<file path="src/rtl/vae_pkg.sv">
// Shared constants and helpers for the VAE reparameterisation datapath.
// Fixed-point format is signed Q4.11 on 16 bits.
package vae_pkg;

    localparam int                 FRAC_BITS = 11;
    localparam logic [15:0]        ONE       = 16'h0800;

    // Galois LFSR feedback mask (right-shifting form).
    localparam logic [15:0]        LFSR_MASK = 16'hB400;

    // Mean of four uniform nibbles is 30; subtracting it centres eps on zero.
    localparam logic signed [15:0] EPS_BIAS  = 16'sd30;

    // Gain mapping the nibble sum (std ~9.22) to roughly unit std in Q4.11.
    localparam int                 EPS_SCALE = 222;

    localparam logic [15:0]        SAT_MAX   = 16'h7FFF;
    localparam logic [15:0]        SAT_MIN   = 16'h8000;

    // Clamp a wide signed sum into the 16-bit signed output range.
    function automatic logic [15:0] sat16(input logic signed [33:0] v);
        logic [15:0] r;
        if (v > 34'sd32767) begin
            r = SAT_MAX;
        end else if (v < -34'sd32768) begin
            r = SAT_MIN;
        end else begin
            r = v[15:0];
        end
        return r;
    endfunction

endpackage

</file>
<file path="src/rtl/vae_gauss_lfsr.sv">
// Approximately-Gaussian noise source: a 16-bit Galois LFSR whose four
// nibbles are summed, debiased and scaled to produce a signed eps.
module vae_gauss_lfsr
    import vae_pkg::LFSR_MASK;
    import vae_pkg::EPS_BIAS;
#(
    parameter logic [15:0] LFSR_SEED = 16'hACE1,
    parameter int          EPS_SCALE = 222
) (
    input  logic               clk,
    input  logic               reset,
    input  logic               seed_load,
    input  logic [15:0]        seed_in,
    input  logic               advance,
    output logic signed [15:0] eps
);

    // An all-zero state would lock the LFSR up, so zero seeds map to 1.
    localparam logic [15:0]        RESET_STATE = (LFSR_SEED == 16'h0000) ? 16'h0001 : LFSR_SEED;
    localparam logic signed [15:0] SCALE_S     = 16'(EPS_SCALE);

    logic [15:0]        state_reg;
    logic [15:0]        state_next;
    logic [5:0]         nib_sum;
    logic signed [15:0] centred;

    // Next-state selection: a seed load overrides advancing.
    always_comb begin
        state_next = state_reg;
        if (seed_load) begin
            state_next = (seed_in == 16'h0000) ? 16'h0001 : seed_in;
        end else if (advance) begin
            state_next = (state_reg >> 1) ^ (state_reg[0] ? LFSR_MASK : 16'h0000);
        end
    end

    // LFSR state register.
    always_ff @(posedge clk or negedge reset) begin
        if (!reset) begin
            state_reg <= RESET_STATE;
        end else begin
            state_reg <= state_next;
        end
    end

    // eps is derived from the current state; range is +/-6660 at the default gain.
    always_comb begin
        nib_sum = {2'b00, state_reg[3:0]} + {2'b00, state_reg[7:4]}
                + {2'b00, state_reg[11:8]} + {2'b00, state_reg[15:12]};
        centred = $signed({10'd0, nib_sum}) - EPS_BIAS;
        eps     = centred * SCALE_S;
    end

endmodule

</file>
<file path="src/rtl/vae_reparam_sampler.sv">
// Reparameterisation stage: z = mu + sigma * eps, three-stage pipeline with
// valid/ready handshake, global stall and saturating signed Q4.11 output.
module vae_reparam_sampler
    import vae_pkg::sat16;
#(
    parameter int          BITSIZE   = 16,
    parameter int          FRAC_BITS = 11,
    parameter logic [15:0] LFSR_SEED = 16'hACE1,
    parameter int          EPS_SCALE = 222
) (
    input  logic               clk,
    input  logic               reset,
    input  logic               seed_load,
    input  logic [BITSIZE-1:0] seed_in,
    input  logic               in_valid,
    output logic               in_ready,
    input  logic [BITSIZE-1:0] mu_in,
    input  logic [BITSIZE-1:0] sigma_in,
    output logic               out_valid,
    input  logic               out_ready,
    output logic [BITSIZE-1:0] z_out
);

    logic               en;
    logic               accept;
    logic signed [15:0] eps;

    logic               v1_reg;
    logic signed [15:0] mu1_reg;
    logic signed [16:0] sigma1_reg;
    logic signed [15:0] eps1_reg;

    logic               v2_reg;
    logic signed [15:0] mu2_reg;
    logic signed [32:0] prod2_reg;

    logic               v3_reg;
    logic [15:0]        z_reg;

    logic signed [32:0] prod_full;
    logic signed [32:0] prod_next;
    logic signed [33:0] sum_full;

    vae_gauss_lfsr #(
        .LFSR_SEED (LFSR_SEED),
        .EPS_SCALE (EPS_SCALE)
    ) u_lfsr (
        .clk       (clk),
        .reset     (reset),
        .seed_load (seed_load),
        .seed_in   (seed_in),
        .advance   (accept),
        .eps       (eps)
    );

    // Handshake: the whole pipeline moves only when the output slot is free.
    always_comb begin
        en       = !v3_reg || out_ready;
        in_ready = en && !seed_load;
        accept   = in_valid && in_ready;
    end

    // Multiply and rescale (floor division by 2^FRAC_BITS), then add with headroom.
    always_comb begin
        prod_full = {{16{sigma1_reg[16]}}, sigma1_reg} * {{17{eps1_reg[15]}}, eps1_reg};
        prod_next = prod_full >>> FRAC_BITS;
        sum_full  = {{18{mu2_reg[15]}}, mu2_reg} + {prod2_reg[32], prod2_reg};
    end

    // Three pipeline stages; everything holds while stalled.
    always_ff @(posedge clk or negedge reset) begin
        if (!reset) begin
            v1_reg     <= 1'b0;
            mu1_reg    <= '0;
            sigma1_reg <= '0;
            eps1_reg   <= '0;
            v2_reg     <= 1'b0;
            mu2_reg    <= '0;
            prod2_reg  <= '0;
            v3_reg     <= 1'b0;
            z_reg      <= '0;
        end else if (en) begin
            v1_reg <= accept;
            if (accept) begin
                mu1_reg    <= $signed(mu_in[15:0]);
                sigma1_reg <= $signed({1'b0, sigma_in[15:0]});
                eps1_reg   <= eps;
            end
            v2_reg <= v1_reg;
            if (v1_reg) begin
                mu2_reg   <= mu1_reg;
                prod2_reg <= prod_next;
            end
            v3_reg <= v2_reg;
            if (v2_reg) begin
                z_reg <= sat16(sum_full);
            end
        end
    end

    assign out_valid = v3_reg;
    assign z_out     = BITSIZE'(z_reg);

endmodule

</file>
<file path="config.mk">
export PLATFORM = sky130hd
export DESIGN_NAME = vae_reparam_sampler
export DESIGN_NICKNAME = d
export VERILOG_FILES = /design/src/rtl/vae_pkg.sv /design/src/rtl/vae_gauss_lfsr.sv /design/src/rtl/vae_reparam_sampler.sv
export SDC_FILE = /design/constraint.sdc
export NUM_CORES = 1
export LEC_CHECK = 0
export CAP_MARGIN = 20
export CELL_PAD_IN_SITES_DETAIL_PLACEMENT = 2
export CELL_PAD_IN_SITES_GLOBAL_PLACEMENT = 2
export CORE_UTILIZATION = 25
export CTS_CLUSTER_DIAMETER = 150
export CTS_CLUSTER_SIZE = 24
export DETAILED_ROUTE_END_ITERATION = 6
export GPL_TIMING_DRIVEN = 0
export PLACE_DENSITY = 0.63
export SKIP_LAST_GASP = 1
export SLEW_MARGIN = 20
export SYNTH_ARGS = -nofsm -noshare
export SYNTH_HDL_FRONTEND = slang
export SYNTH_SLANG_ARGS = --single-unit
</file>
<file path="constraint.sdc">
create_clock -name clk -period 7.5 [get_ports clk]
set_input_delay 1.5 -clock clk [delete_from_list [all_inputs] [get_ports clk]]
set_output_delay 1.5 -clock clk [all_outputs]
set_load 0.01 [all_outputs]
</file>
# Yosys cells after proc, flatten, opt, wreduce, memory -nomap -nowiden
# Index checks and enable logic that the tools add are counted.
dict set report word_totals {
  ff_bits 120
  in_bits 53
  out_inout_bits 18
  wordCells 36
}
dict set report classes {
  n_lt_le_gt_ge 2
  n_addsub 5
  mul 2
  n_reduce_logical 10
  n_mux 6
  n_bitwise 1
}
# op count
set ops {}
lappend ops {{$mux 16} 6}
lappend ops {{$mul 16x32->32} 1}
lappend ops {{$add 16x22->23} 1}
lappend ops {{$gt 23x16->1 const B} 1}
lappend ops {{$lt 23x16->1 const B} 1}
lappend ops {{$logic_not 16->1} 1}
lappend ops {{$mul 16x8->15 const B} 1}
lappend ops {{$xor 15x16->16} 1}
lappend ops {{$add 6x4->6} 2}
lappend ops {{$sub 6x5->7 const B} 1}
lappend ops {{$reduce_and 2->1} 3}
lappend ops {{$add 4x4->5} 1}
lappend ops {{$logic_and 1x1->1} 2}
lappend ops {{$logic_not 1->1} 2}
lappend ops {{$reduce_bool 2->1} 1}
lappend ops {{$logic_or 1x1->1} 1}

# Logic depth before layout (Yosys ltp)
# Gate-level depths: netlist of run 1.
dict set report depth {
  ltp_word 6
  ltp_mapped 30
}

# By module
# Synthesis of run 1 repeated with hierarchy kept, for this count alone.
dict set report unflattened {
  hier_cells 1698
  area_unflattened_um2 15840.2
}
# module seq_area_each_um2 cells_per_inst instances area_each_um2
set modules_own_cells {}
lappend modules_own_cells {vae_reparam_sampler 2627.5 1443 1 13519.2}
lappend modules_own_cells {vae_gauss_lfsr 410.4 255 1 2321.0}

# Least setup slack after synthesis of run 1
# No wires, ideal clock.
dict set report synth_path {
  path_type {reg2reg}
  start {register u_lfsr.state_reg[4]}
  end {register eps1_reg[14]}
  path_slack_ns 0.925
  setup_ns 0.124
  arrival_time_ns 6.451
  required_ns 7.376
  stages_incl_launch_ff 31
  period_less_slack_ns 6.575
  cell_sequence {dfrtp_1 > ha_1 > fa_1 > inv_1 > fa_1 > inv_1 > ha_1 > inv_1 > fa_1 > inv_1 > ha_1 > inv_1 > nor3b_1 > xor2_1 > inv_1 > ha_1 > ha_1 > inv_1 > fa_1 > inv_1 > ha_1 > ha_1 > a21o_1 > a21oi_1 > o21bai_1 > a21oi_1 > o21bai_1 > a21o_1 > a21oi_1 > nor4_1 > a211o_1}
}
dict set report synth_via {
  elab_chain_cells 5
}
# item line_no
set synth_rtl {}
lappend synth_rtl {{start, declared} vae_gauss_lfsr.sv:22} ;# logic [15:0] state_reg;
lappend synth_rtl {{start signal, assigned} vae_gauss_lfsr.sv:42} ;# state_reg <= state_next;
lappend synth_rtl {{$add 4x4->5} vae_gauss_lfsr.sv:48} ;# nib_sum = {2'b00, state_reg[3:0]} + {2'b00, state_reg[7:4]}
lappend synth_rtl {{$add 6x4->6 (2 in a row)} vae_gauss_lfsr.sv:49} ;# + {2'b00, state_reg[11:8]} + {2'b00, state_reg[15:12]};
lappend synth_rtl {{$sub 6x5->7} vae_gauss_lfsr.sv:50} ;# centred = $signed({10'd0, nib_sum}) - EPS_BIAS;
lappend synth_rtl {{$mul 16x8->15} vae_gauss_lfsr.sv:51} ;# eps = centred * SCALE_S;
lappend synth_rtl {{end signal, assigned} vae_reparam_sampler.sv:87} ;# eps1_reg <= eps;
lappend synth_rtl {{end, declared} vae_reparam_sampler.sv:31} ;# logic signed [15:0] eps1_reg;
# Every way passes these cells.
# A chain may end at the register's enable or synchronous reset.

# Worst setup path after layout of run 1
# Same ends and word-level chain as after synthesis.

==> flow_summary_export.csv, run 1 <==
group,metric,value,unit
timing,finalSetupViolCount,0,
clock_network,root_buffer,"clkbuf_16",
critical_path,worstPathMaxFanout,3,
floorplan,rows,93,
floorplan,die_area,66100,um2
global_routing,grt_pass1_vias,14100,
critical_path,r2r_slack,0.40,ns
placement,post_dp_cell_area,18100,um2
logic_synthesis,synth-edff-count,0,
finish,fin_area,18700,um2
timing,finalCriticalPeriod,7.10,ns
clock_network,clk_pin_slew_worst_paths,0.06,ns
logic_synthesis,yosysTopAreaCellShare,33.4,%
critical_path,end_kind,"flip-flop",
timing,worst_slack,0.396,ns
routing,drtPass1Iterations,4,
clock_network,hold_buffers,0,
clock_network,cts_tree,"done",
clock_network,cts_made_buffers,17,
hold_path,worstHoldStart,"mu1_reg[13]",
logic_synthesis,synth-async-reset-ratio,100,%
critical_path,critPathArrivalTime,7.45,ns
logic_synthesis,synth_seq_cells,120,
hold_path,hold_path.class,"reg -> reg",
logic_synthesis,ys_top_cells_by_area,"fa_1 (33%), dfrtp_1 (17%), ha_1 (9.9%), inv_1 (7.9%), nand2_1 (7.2%)",
timing,finClkSkew,0.0113,ns
placement,dp_slack,0.103,ns
logic_synthesis,synth.distinct_cells,69,
critical_path,reg2reg_from,"u_lfsr.state_reg[4]",
logic_synthesis,yosys_warnings,0,
clock_network,clk_latency,0.47,ns
critical_path,critPathMaxStageDelay,0.53,ns
routing,drc,0,
global_routing,grt_pass1_wl,78.3,mm
timing,tightest_slew,0.937,ns
critical_path,crit_required,7.85,ns
logic_synthesis,syn-cell-area,16300,um2
floorplan,io_pins,71,
clock_network,cts_num_sinks,120,
hold_path,whs_path_depth,2,
outcome,outcome,"finished, final reports clean",
finish,nNetsFinal,2299,
logic_synthesis,yosys.area.top_type,"fa_1",
finish,num_antenna_cells,0,
timing,fin_crit_sh,94.7,%
logic_synthesis,avgSynthCellArea,9.26,um2
finish,area_delta_synth_final,15.0,%
floorplan,start_util,25.3,%
timing,slew_viol_final,0,
critical_path,crit_path_start_kind,"flip-flop",
timing,hold_viol,0,
placement,dpl.hpwl,40.1,mm
routing,ant_nets,0,
run,cap_violations,0,
placement,portBuffers,70,
timing,clock.fmax,141,MHz
routing,via_count,12100,
clock_network,cts_htree_levels,4,
critical_path,cpMostUsedCell,"inv_1",
routing,avgRoutedWirePerCell,17.6,um
floorplan,die_height,257,um
global_routing,antenna_found_initial,2,
finish,drive_gt1_share,5.33,%
critical_path,rr_endpoint,"eps1_reg[14]",
routing,viasPerCell,4.46,
critical_path,r2r_cells,30,
global_routing,grt_max_degree,86,
logic_synthesis,netlist_instances,1755,
finish,largest_reg_flops,22,
logic_synthesis,syn-num-nets,2208,
global_routing,grt_overflow,0,
global_routing,grt_usage,15.3,%
timing,rsz0062_at_grt,"true",
critical_path,cpMaxStageDelayCell,"fa_1",
routing,wl,47.7,mm
critical_path,crit_type,"reg -> reg",
hold_path,hold_path_end,"mu1_reg[13]",
routing,dr.first_iter.drc_count,340,
logic_synthesis,ys_seq_area_share,18.5,%
logic_synthesis,synth_flop_cell,"dfrtp_1",
clock_network,clockBufferDepth,2,
floorplan,die_w,257,um
floorplan,core-area,64300,um2
timing,relSlewSlack,37.5,%
placement,gp_congestion,0.830,
## logic make-up (layout without fill, tap and decap cells)
logic type | count (synthesis) | count (layout) | synth area share (%)
and+or+nand+nor | 537 | 537 | 15.2
DFF | 120 | 120 | 18.5
buffers and inverters | 403 | 507 | 9.40
muxes | 21 | 21 | 1.43
adders and majority gates | 400 | 400 | 43.3
AOI/OAI and AO/OA | 206 | 206 | 8.46
xor gates and xnor gates | 68 | 68 | 3.71
## cell usage after synthesis (3+ instances only)
library cell	n
nand4_1	4
dfstp_2	8
o21a_1	5
xor2_1	20
nor3_1	10
and2_1	105
fa_1	271
nor2b_1	5
nor3b_1	5
clkbuf_1	51
a21oi_1	53
a211oi_1	6
nand2_1	311
buf_1	6
o21ai_0	49
or3_1	5
a31oi_1	4
nand2b_1	7
nand3_1	12
inv_1	342
dfrtp_1	112
ha_1	129
nor4_1	6
mux2_2	18
o211ai_1	6
xnor2_1	47
mux2i_1	3
nor2_1	50
o21bai_1	11
and3_1	6
a21o_1	19
a21oi_2	11
o22ai_1	15
## layout by cell type, fill, tap and decap left out, types with 12 or more instances in the layout
cell type        count
clkbuf_16           17
clkdlybuf4s50_1     69
clkbuf_1            45
dfrtp_1            112
nand2_1            311
nand3_1             12
o22ai_1             15
and2_1             105
xnor2_1             45
o21ai_0             49
a21oi_1             53
fa_1               271
ha_1               129
mux2_2              18
nor2_1              50
xor2_1              18
a21o_1              19
inv_1              342
## layer usage
metal | wire (um) | track usage [%] | share of wire, % | up-vias
met1 | 21400 | 19.4 | 45 | 6357
met2 | 23700 | 26.0 | 50 | 100
met5 | 11 | 0 | 0.023 | -
met3 | 1110 | 2.46 | 2.3 | 56
li1 | - | - | - | 5577
met4 | 1460 | 5.62 | 3.1 | 2
## worst max-delay path by stage
stage | start | endpoint
final | u_lfsr.state_reg[4] | eps1_reg[14]
after global routing | u_lfsr.state_reg[0] | eps1_reg[14]
after CTS | u_lfsr.state_reg[4] | eps1_reg[14]
after detailed placement | u_lfsr.state_reg[4] | eps1_reg[14]
after global placement | reset | sigma1_reg[0]
after floorplan | u_lfsr.state_reg[4] | eps1_reg[14]
## final cells by class
| class | instances | area [um2] |
|---|---|---|
| buffer | 60 | 249 |
| clock buffer | 17 | 425 |
| clock inverter | 15 | 155 |
| fill | 7167 | 45700 |
| inverter | 343 | 1290 |
| multi-input combinational | 1232 | 11800 |
| sequential | 120 | 3010 |
| tap | 855 | 1070 |
| timing repair buffer | 72 | 741 |
## what timing repair did
item / CTS / global route
setup endpoints to repair: 0 / 8
buffers inserted: 0 / 1
endpoints found under the hold margin: 0 / 0
gates resized for setup: 0 / 18
## worst max-delay path: cells and delay by family, from the launching register on
family,cells,cell delay (ns)
xor gates and xnor gates,1,0.23
AOI/OAI and AO/OA,8,1.51
buffers and inverters,8,0.60
and+or+nand+nor,2,0.35
adders and majority gates,11,3.89
DFF,1,0.42
## stage by stage
| stage | utilization (%) | setup TNS [ns] | hold WS (ns) | instances |
|---|---|---|---|---|
| floorplan | - | 0 | 0.442 | 1755 |
| global placement | 28.0 | -28.27 | 0.460 | 2680 |
| detailed placement | 28.1 | 0 | 0.468 | 2681 |
| CTS | 29.0 | 0 | 0.483 | 2713 |
| global route | 29.1 | -0.0209 | 0.512 | 2714 |
| finish | 29.1 | 0 | 0.470 | 2714 |
Power of run 1 is left out: the tool's default activity adds up to more than one toggle a clock period on the data nets, which glitch-free logic cannot reach.
==> run 2: changes to the inputs <==
HOLD_SLACK_MARGIN = 0.08   (was unset)
==> results of run 2 <==
Same layout as run 1: the final DEF is identical, and so are final timing and power.
Power of run 2 is left out for the same reason.
==> run 3: changes to the inputs <==
TNS_END_PERCENT = 5   (was unset)
==> results of run 3 <==
Same layout as run 1: the final DEF is identical, and so are final timing and power.
Power of run 3 is left out for the same reason.
